$ cat src/rtl/serial_word_framer_pkg.sv
// Shared types and constants for the serial word framer.
// Build option: HDR_CNT_EN adds the saturating header counter port.
package framer_pkg;

   localparam int BYTE_W = 8;

   localparam logic [BYTE_W-1:0] HDR_A_DEF = 8'hA5;
   localparam logic [BYTE_W-1:0] HDR_B_DEF = 8'hC3;

   typedef enum logic {
      HUNT    = 1'b0,
      COLLECT = 1'b1
   } framer_state_t;

   function automatic logic is_header(
      input logic [BYTE_W-1:0] value,
      input logic [BYTE_W-1:0] hdr_a,
      input logic [BYTE_W-1:0] hdr_b
   );
      return (value == hdr_a) || (value == hdr_b);
   endfunction

endpackage

$ cat src/rtl/serial_word_framer_shift8.sv
// 8-bit MSB-first serial shift register with enable and synchronous clear.
// next_sr is the combinational view of the window including the current bit.
module serial_shift8
   import framer_pkg::*;
(
   input  logic              clk_50,
   input  logic              reset,
   input  logic              ena,
   input  logic              clr,
   input  logic              din,
   output logic [BYTE_W-1:0] next_sr
);

   logic [BYTE_W-1:0] sr_reg;

   assign next_sr = {sr_reg[BYTE_W-2:0], din};

   always_ff @(posedge clk_50) begin
      if (reset || clr) begin
         sr_reg <= '0;
      end else if (ena) begin
         sr_reg <= next_sr;
      end
   end

endmodule

$ cat src/rtl/serial_word_framer.sv
// Serial-to-parallel framer: hunts for a header byte, then emits PKT_WORDS bytes.
// Build option: define HDR_CNT_EN to add the saturating hdr_count output.
module serial_word_framer
   import framer_pkg::*;
#(
   parameter int                PKT_WORDS = 4,
   parameter logic [BYTE_W-1:0] HDR_A     = HDR_A_DEF,
   parameter logic [BYTE_W-1:0] HDR_B     = HDR_B_DEF
) (
   input  logic              clk_50,
   input  logic              reset,
   input  logic              serial_data,
   input  logic              data_ena,
   input  logic              fifo_full,
   output logic              header_found,
   output logic              header_type,
   output logic [BYTE_W-1:0] byte_out,
   output logic              byte_valid,
   output logic              overflow
`ifdef HDR_CNT_EN
   ,
   output logic [7:0]        hdr_count
`endif
);

   localparam logic [7:0] LAST_WORD = 8'(PKT_WORDS - 1);

   framer_state_t     state_reg, state_next;
   logic [2:0]        bit_cnt_reg, bit_cnt_next;
   logic [7:0]        word_cnt_reg, word_cnt_next;
   logic [BYTE_W-1:0] byte_out_reg, byte_out_next;
   logic              byte_valid_reg, byte_valid_next;
   logic              overflow_reg, overflow_next;
   logic              header_type_reg, header_type_next;

   logic [BYTE_W-1:0] next_sr;
   logic              hdr_hit;
   logic              byte_done;
   logic              last_byte;

   // Header detection and packet end both restart the window so old bits never alias.
   serial_shift8 u_shift (
      .clk_50  (clk_50),
      .reset   (reset),
      .ena     (data_ena),
      .clr     (hdr_hit || last_byte),
      .din     (serial_data),
      .next_sr (next_sr)
   );

   assign hdr_hit   = data_ena && (state_reg == HUNT) && is_header(next_sr, HDR_A, HDR_B);
   assign byte_done = data_ena && (state_reg == COLLECT) && (bit_cnt_reg == 3'd7);
   assign last_byte = byte_done && (word_cnt_reg == LAST_WORD);

   always_ff @(posedge clk_50) begin
      if (reset) begin
         state_reg       <= HUNT;
         bit_cnt_reg     <= '0;
         word_cnt_reg    <= '0;
         byte_out_reg    <= '0;
         byte_valid_reg  <= 1'b0;
         overflow_reg    <= 1'b0;
         header_type_reg <= 1'b0;
      end else begin
         state_reg       <= state_next;
         bit_cnt_reg     <= bit_cnt_next;
         word_cnt_reg    <= word_cnt_next;
         byte_out_reg    <= byte_out_next;
         byte_valid_reg  <= byte_valid_next;
         overflow_reg    <= overflow_next;
         header_type_reg <= header_type_next;
      end
   end

   always_comb begin
      state_next = state_reg;
      unique case (state_reg)
         HUNT:    if (hdr_hit)   state_next = COLLECT;
         COLLECT: if (last_byte) state_next = HUNT;
         default: state_next = HUNT;
      endcase
   end

   always_comb begin
      bit_cnt_next     = bit_cnt_reg;
      word_cnt_next    = word_cnt_reg;
      byte_out_next    = byte_out_reg;
      byte_valid_next  = 1'b0;
      overflow_next    = overflow_reg;
      header_type_next = header_type_reg;
      if (hdr_hit) begin
         header_type_next = (next_sr == HDR_B);
         bit_cnt_next     = '0;
         word_cnt_next    = '0;
      end else if (data_ena && (state_reg == COLLECT)) begin
         bit_cnt_next = bit_cnt_reg + 3'd1;
         if (byte_done) begin
            // A dropped byte still counts toward the packet so framing stays intact.
            word_cnt_next = word_cnt_reg + 8'd1;
            if (fifo_full) begin
               overflow_next = 1'b1;
            end else begin
               byte_out_next   = next_sr;
               byte_valid_next = 1'b1;
            end
         end
      end
   end

   assign header_found = (state_reg == COLLECT);
   assign header_type  = header_type_reg;
   assign byte_out     = byte_out_reg;
   assign byte_valid   = byte_valid_reg;
   assign overflow     = overflow_reg;

`ifdef HDR_CNT_EN
   logic [7:0] hdr_count_reg;

   always_ff @(posedge clk_50) begin
      if (reset) begin
         hdr_count_reg <= '0;
      end else if (hdr_hit && (hdr_count_reg != 8'hFF)) begin
         hdr_count_reg <= hdr_count_reg + 8'd1;
      end
   end

   assign hdr_count = hdr_count_reg;
`endif

endmodule

$ cat config.mk
export PLATFORM = sky130hd
export DESIGN_NAME = serial_word_framer
export DESIGN_NICKNAME = d
export VERILOG_FILES = /design/src/rtl/serial_word_framer_pkg.sv /design/src/rtl/serial_word_framer_shift8.sv /design/src/rtl/serial_word_framer.sv
export SDC_FILE = /design/constraint.sdc
export NUM_CORES = 1
export LEC_CHECK = 0
export ABC_AREA = 1
export BUFFER_PORTS_ARGS = -buffer_cell sky130_fd_sc_hd__buf_2
export CORE_MARGIN = 2
export CORE_UTILIZATION = 50
export DETAILED_ROUTE_END_ITERATION = 16
export PLACE_DENSITY = 0.71
export SLEW_MARGIN = 20
export SYNTH_ARGS = -nofsm -noshare
export SYNTH_HDL_FRONTEND = slang
export SYNTH_SLANG_ARGS = --single-unit
$ cat constraint.sdc
create_clock -name clk_50 -period 2.1 [get_ports clk_50]
set_input_delay 0.315 -clock clk_50 [delete_from_list [all_inputs] [get_ports clk_50]]
set_output_delay 0.315 -clock clk_50 [all_outputs]
set_load 0.01 [all_outputs]
* Word level (Yosys, flattened, before mapping) *
Index checks and enable logic that the tools add are counted.
W data, S select, Z words.

storage, ports and cells
  bits of input ports = 5
  register bits after elaboration = 30
  output and inout bits = 12
  word-level logic and storage cells = 36

cells by class
  add/subtract/negate cells = 2
  multiplexer cells = 4
  reductions and logical operators = 13
  bitwise logic cells = 5
  eq/ne operators = 4

operator list
  kind                   number
  $eq A8 B8 Y1 const B   2
  $add A8 B1 Y8 const B  1
  $eq A8 B2 Y1 const B   1
  $reduce_and A4 Y1      2
  $logic_and A1 B1 Y1    5
  $not A1 Y1             5
  $reduce_or A4 Y1       1
  $add A3 B1 Y3 const B  1
  $eq A3 B3 Y1 const B   1
  $logic_or A1 B1 Y1     3
  $mux W1                3
  $pmux W1 S2            1
  $reduce_and A2 Y1      1
  $reduce_or A2 Y1       1

* Depth between registers and ports, before layout *
  word-level depth = 5
  depth in mapped cells = 8
  gate-level depth less buffers = 8

* Cells and area by module *
A second synthesis with hierarchy kept.

second synthesis, totals
  cells, all modules = 189
  area total of the unflattened synthesis = 1,356.3 um2

by module, submodules not included
  module              area an instance (um2)  seq. area each (um2)  cells each  times used
  serial_word_framer  1,059.8                 460.4                 144         1
  serial_shift8       296.5                   140.1                 45          1

* Least setup slack after synthesis *
No wires, ideal clock.

  path kind = register to register
  start = register bit_cnt_reg[0]
  end = register byte_out_reg[0], in the netlist byte_out[0]
  stages on the path, launching flop included = 8
  data arrival time = 1.198 ns
  setup slack = 0.786 ns
  period minus slack after synthesis = 1.314 ns
  buffers on the path = 1
  library setup time = 0.116 ns
  path through = dfxtp_1 -> ha_1 -> ha_1 -> nand3_4 -> nor2_4 -> buf_6 -> o21ai_0 -> nor2_1

on the way
  longest elaborated chain between the ends = 3

RTL lines
  what                                RTL line                  text
  start, declared                     serial_word_framer.sv:29  logic [2:0] bit_cnt_reg, bit_cnt_next;
  start signal, assigned              serial_word_framer.sv:66  bit_cnt_reg <= bit_cnt_next;
  $eq A3 B3 Y1                        serial_word_framer.sv:52  assign byte_done = data_ena && (state_reg == COLLECT) && (bit_cnt_reg == 3'd7);
  $logic_and A1 B1 Y1                 serial_word_framer.sv:52
  $reduce_and A4 Y1 (no source line)  --
  end signal, assigned                serial_word_framer.sv:68  byte_out_reg <= byte_out_next;
  end, declared                       serial_word_framer.sv:31  logic [BYTE_W-1:0] byte_out_reg, byte_out_next;

Every way passes these cells.
A chain may end at the register's enable or synchronous reset.

* Final worst setup path *
Same ends and word-level chain as after synthesis.

==> results.md <==
- Most frequent cells after synthesis: 33 x sky130_fd_sc_hd__nor2_1, 30 x sky130_fd_sc_hd__dfxtp_1, 28 x sky130_fd_sc_hd__nand2_1, 16 x sky130_fd_sc_hd__inv_1, 13 x sky130_fd_sc_hd__a21oi_1
- Register area share after synthesis: 44.9%
- FF/Latch Area: 601 µm²
- Grt ovf: 0
- Clock share of power: 37.1%
- Sequential group share of total power: 59.6%
- Sinks on the clock net: 30
- WL per Instance: 11.5 µm
- Total wire length after detailed routing: 2.55 mm
- Net switching power: 0.219 mW
- Height of the die: 55.7 µm
- Fraction of registers with async set or reset after synthesis: 0%
- Required arrival time at the worst endpoint: 2.32 ns
- Initial drt markers: 31
- Max-slew headroom: 72.9%
- Most common cell in the synthesized netlist: sky130_fd_sc_hd__nor2_1
- Number of detailed-routing iterations run before antenna repair: 4
- P&R area growth vs syn: 10.9%
- Largest net degree at the start of global routing: 17
- End point of the worst hold path: header_found$_SDFF_PP0_
- Mean Syn Cell Area: 7.81 µm²
- Depth of the most critical reg-to-reg path: 7
- Total setup violations reported at the end of the flow: 0
- Arrival @ worst endpoint: 1.83 ns
- Net switching share of the total power: 22.8%
- Max Clock Skew: 0.00617 ns
- Classification of the worst-slack hold path: in -> reg
- Clock period minus worst slack: 1.60 ns
- Via count of the first global-routing pass: 1072
- Startpoint of the worst register-to-register path: bit_cnt_reg[0]$_SDFFE_PP0P_
- Final ANT Viol Nets: 0
- Kind of start point of the critical path: register
- Number of warnings printed during yosys synthesis: 0
- Crit Reg-Reg Endpoint: byte_out[0]$_SDFFE_PP0P_
- Final Wtd Congestion: 0.759
- Final hold violations: 0
- Placement Rows: 18
- Wire length of the first global-routing pass: 4.41 mm
- Cell chosen for the clock root: sky130_fd_sc_hd__clkbuf_4
- Number of gates resized after CTS: 0
- Highest Clock Rate: 624 MHz
- Worst-path cell with the longest stage delay: sky130_fd_sc_hd__dfxtp_1
- Net count reported at finish: 198
- Max VDD drop: 0.471 mV
- MaxCap Viol Count: 0
- Fraction of final layout cells with drive strength greater than 1: 20.4%
- Synth unique cells: 26
- Post-synthesis instance area: 1340 µm²
- Max stage delay on crit path: 0.37 ns
- Core box area: 2500 µm²
- Die Outline Area: 3100 µm²
- Setup TNS after final layout: 0 ns
- Proportion of netlist area held by the largest area contributor: 44.9%
- Top_reg_cell synth: sky130_fd_sc_hd__dfxtp_1
- Cell taking the most area after synthesis: sky130_fd_sc_hd__dfxtp_1
- Number of clock buffers inserted by TritonCTS: 5
- Initial Utilization: 53.5%
- Internal Pwr Total: 0.743 mW
- Number of top-level pins: 17
- P_leak: 0.635 nW
- Biggest area contributors in the synthesized netlist: sky130_fd_sc_hd__dfxtp_1 45%, sky130_fd_sc_hd__nor2_1 9.3%, sky130_fd_sc_hd__nand2_1 7.9%, sky130_fd_sc_hd__a21oi_1 4.9%, sky130_fd_sc_hd__inv_1 4.5%
- Outcome: finished clean
- Insertion delay of the later-clocked pin in the worst-skew pair: 0.32 ns
- Net count after synthesis: 179
- Crit Path Max Fanout: 13
- TritonCTS clock tree: yes
- Hold-fix buffers at CTS: 0
- Fillers: 243
- Setup CP Type: reg -> reg
- Hold path depth: 2
- Number of max-slew violations in the final report: 0
- Worst R2R Setup Slack: 0.50 ns
- Number of flops mapped to enable cells by yosys: 0
- Maximum buffer depth of the clock tree: 2
- Mapped Cells: 171
- Post-synthesis sequential element count: 30
- Number of diodes added for antenna fixing: 0
- Vias after detailed routing: 1124
- Estimated wirelength of the detail-placed design: 1.91 mm
- Total power: 0.962 mW
- Transition time of the tightest slew-check pin: 0.406 ns
- Number of levels in the clock H-tree: 2
- Fraction of power consumed by combinational cells: 3.3%
- Via density per instance: 5.09
- Cells along the critical path: ha_1 > ha_1 > nand3_4 > nor2_4 > inv_1 > nor2_1 > nor2_1
- Initial antenna violation count: 0
- Final period util: 76.3%
- Worst Setup End Kind: register
- Power per cell area: 649 nW/µm²
- Number of remaining DRC errors: 0
- Horizontal extent of the die: 55.7 µm
- Total track usage: 18.2%
- Hold Startpoint: reset
- Clock slew at the register clock pins of the worst setup and hold paths: 0.09 ns
- Number of buffers inserted by post-CTS setup repair: 0
- Setup repair after global routing missed its margin: no
- Buffers added on ports: 16
- Multi-input logic area: 643 µm²
-- area by class of cell --
class	count	area share (%)
clock buffer	7	3.72
clock inverter	1	0.338
inverter	16	4.05
multi-input combinational	121	43.4
sequential	30	40.5
tap	30	2.53
timing repair buffer	16	5.41
-- routing by layer --
| layer | track usage, % | vias up | part of all wire [%] |
|---|---|---|---|
| met5 | 0 | - | 0 |
| met4 | 5.57 | 0 | 1.1 |
| met3 | 7.67 | 4 | 3.7 |
| met2 | 31.6 | 20 | 49 |
| met1 | 19.9 | 512 | 46 |
| li1 | - | 588 | - |
-- critical path, delay by kind of cell (launching register included) --
family                   cells  cell delay [ns]
AND/OR/NAND/NOR              4             0.63
flip-flops                   1             0.37
adder cells (fa/ha/maj)      2             0.35
buffers and inverters        1             0.15
-- per-stage QoR --
stage	worst slack (ns)	utilization, %	cells	hold WS [ns]	cell area [µm²]
floorplan	0.786	-	171	0.384	1340
global placement	0.572	56.9	213	0.447	1420
detailed placement	0.519	56.9	213	0.451	1420
CTS	0.497	59.3	221	0.201	1480
global route	0.310	59.3	221	0.181	1480
finish	0.497	59.3	221	0.210	1480
-- worst max path at each step --
stage                                      startpoint                        to  depth (start not counted)
after floorplan           bit_cnt_reg[0]$_SDFFE_PP0P_  byte_out[0]$_SDFFE_PP0P_                          7
after global placement    bit_cnt_reg[0]$_SDFFE_PP0P_  byte_out[0]$_SDFFE_PP0P_                          7
after detailed placement  bit_cnt_reg[0]$_SDFFE_PP0P_  byte_out[0]$_SDFFE_PP0P_                          7
after CTS                 bit_cnt_reg[0]$_SDFFE_PP0P_  byte_out[6]$_SDFFE_PP0P_                          7
after global routing      bit_cnt_reg[0]$_SDFFE_PP0P_  byte_out[0]$_SDFFE_PP0P_                          7
final                     bit_cnt_reg[0]$_SDFFE_PP0P_  byte_out[0]$_SDFFE_PP0P_                          7
-- logic make-up (layout without fill, tap and decap cells) --
family                     after synthesis  count (layout)  synth area share (%)
muxes                                    3               3                  2.25
buffers and inverters                   20              40                  6.93
AOI/OAI and AO/OA                       28              28                  11.8
DFF                                     30              30                  44.9
xor gates and xnor gates                 1               1                 0.656
and+or+nand+nor                         86              86                  30.6
adders and majority gates                3               3                  2.81
-- cell usage in the layout (no fill, tap or decap) --
cell type                  netlist  layout
sky130_fd_sc_hd__a21oi_1        13      13
sky130_fd_sc_hd__a21oi_2         2       2
sky130_fd_sc_hd__buf_2           2      16
sky130_fd_sc_hd__clkbuf_1        0       1
sky130_fd_sc_hd__clkbuf_4        0       5
sky130_fd_sc_hd__clkbuf_8        0       1
sky130_fd_sc_hd__clkinv_2        0       1
sky130_fd_sc_hd__dfxtp_1        30      30
sky130_fd_sc_hd__ha_1            3       3
sky130_fd_sc_hd__inv_1          16      16
sky130_fd_sc_hd__mux2i_1         3       3
sky130_fd_sc_hd__nand2_1        28      28
sky130_fd_sc_hd__nand2_2         2       2
sky130_fd_sc_hd__nand2_4         1       1
sky130_fd_sc_hd__nand3_1         9       9
sky130_fd_sc_hd__nand3_2         1       1
sky130_fd_sc_hd__nand3_4         1       1
sky130_fd_sc_hd__nand3b_1        1       1
sky130_fd_sc_hd__nand4_1         2       2
sky130_fd_sc_hd__nor2_1         33      33
sky130_fd_sc_hd__nor2_2          3       3
sky130_fd_sc_hd__nor2_4          3       3
sky130_fd_sc_hd__nor3_1          1       1
sky130_fd_sc_hd__o21ai_0         9       9
sky130_fd_sc_hd__o21ai_1         2       2
sky130_fd_sc_hd__o21ai_2         1       1
sky130_fd_sc_hd__o21bai_2        1       1
sky130_fd_sc_hd__or2_2           1       1
sky130_fd_sc_hd__xor2_1          1       1
-- power groups by stage --
stage | clock network [mW] | logic [mW] | registers, mW
2_1_floorplan | 0 | 0.0249 | 0.586
3_3_place_gp | 0 | 0.0319 | 0.586
3_5_place_dp | 0 | 0.0325 | 0.586
4_1_cts | 0.365 | 0.0326 | 0.573
5_1_grt | 0.390 | 0.0362 | 0.573
6_report | 0.357 | 0.0321 | 0.573
Note: power is estimated with default switching activity, not from simulation.
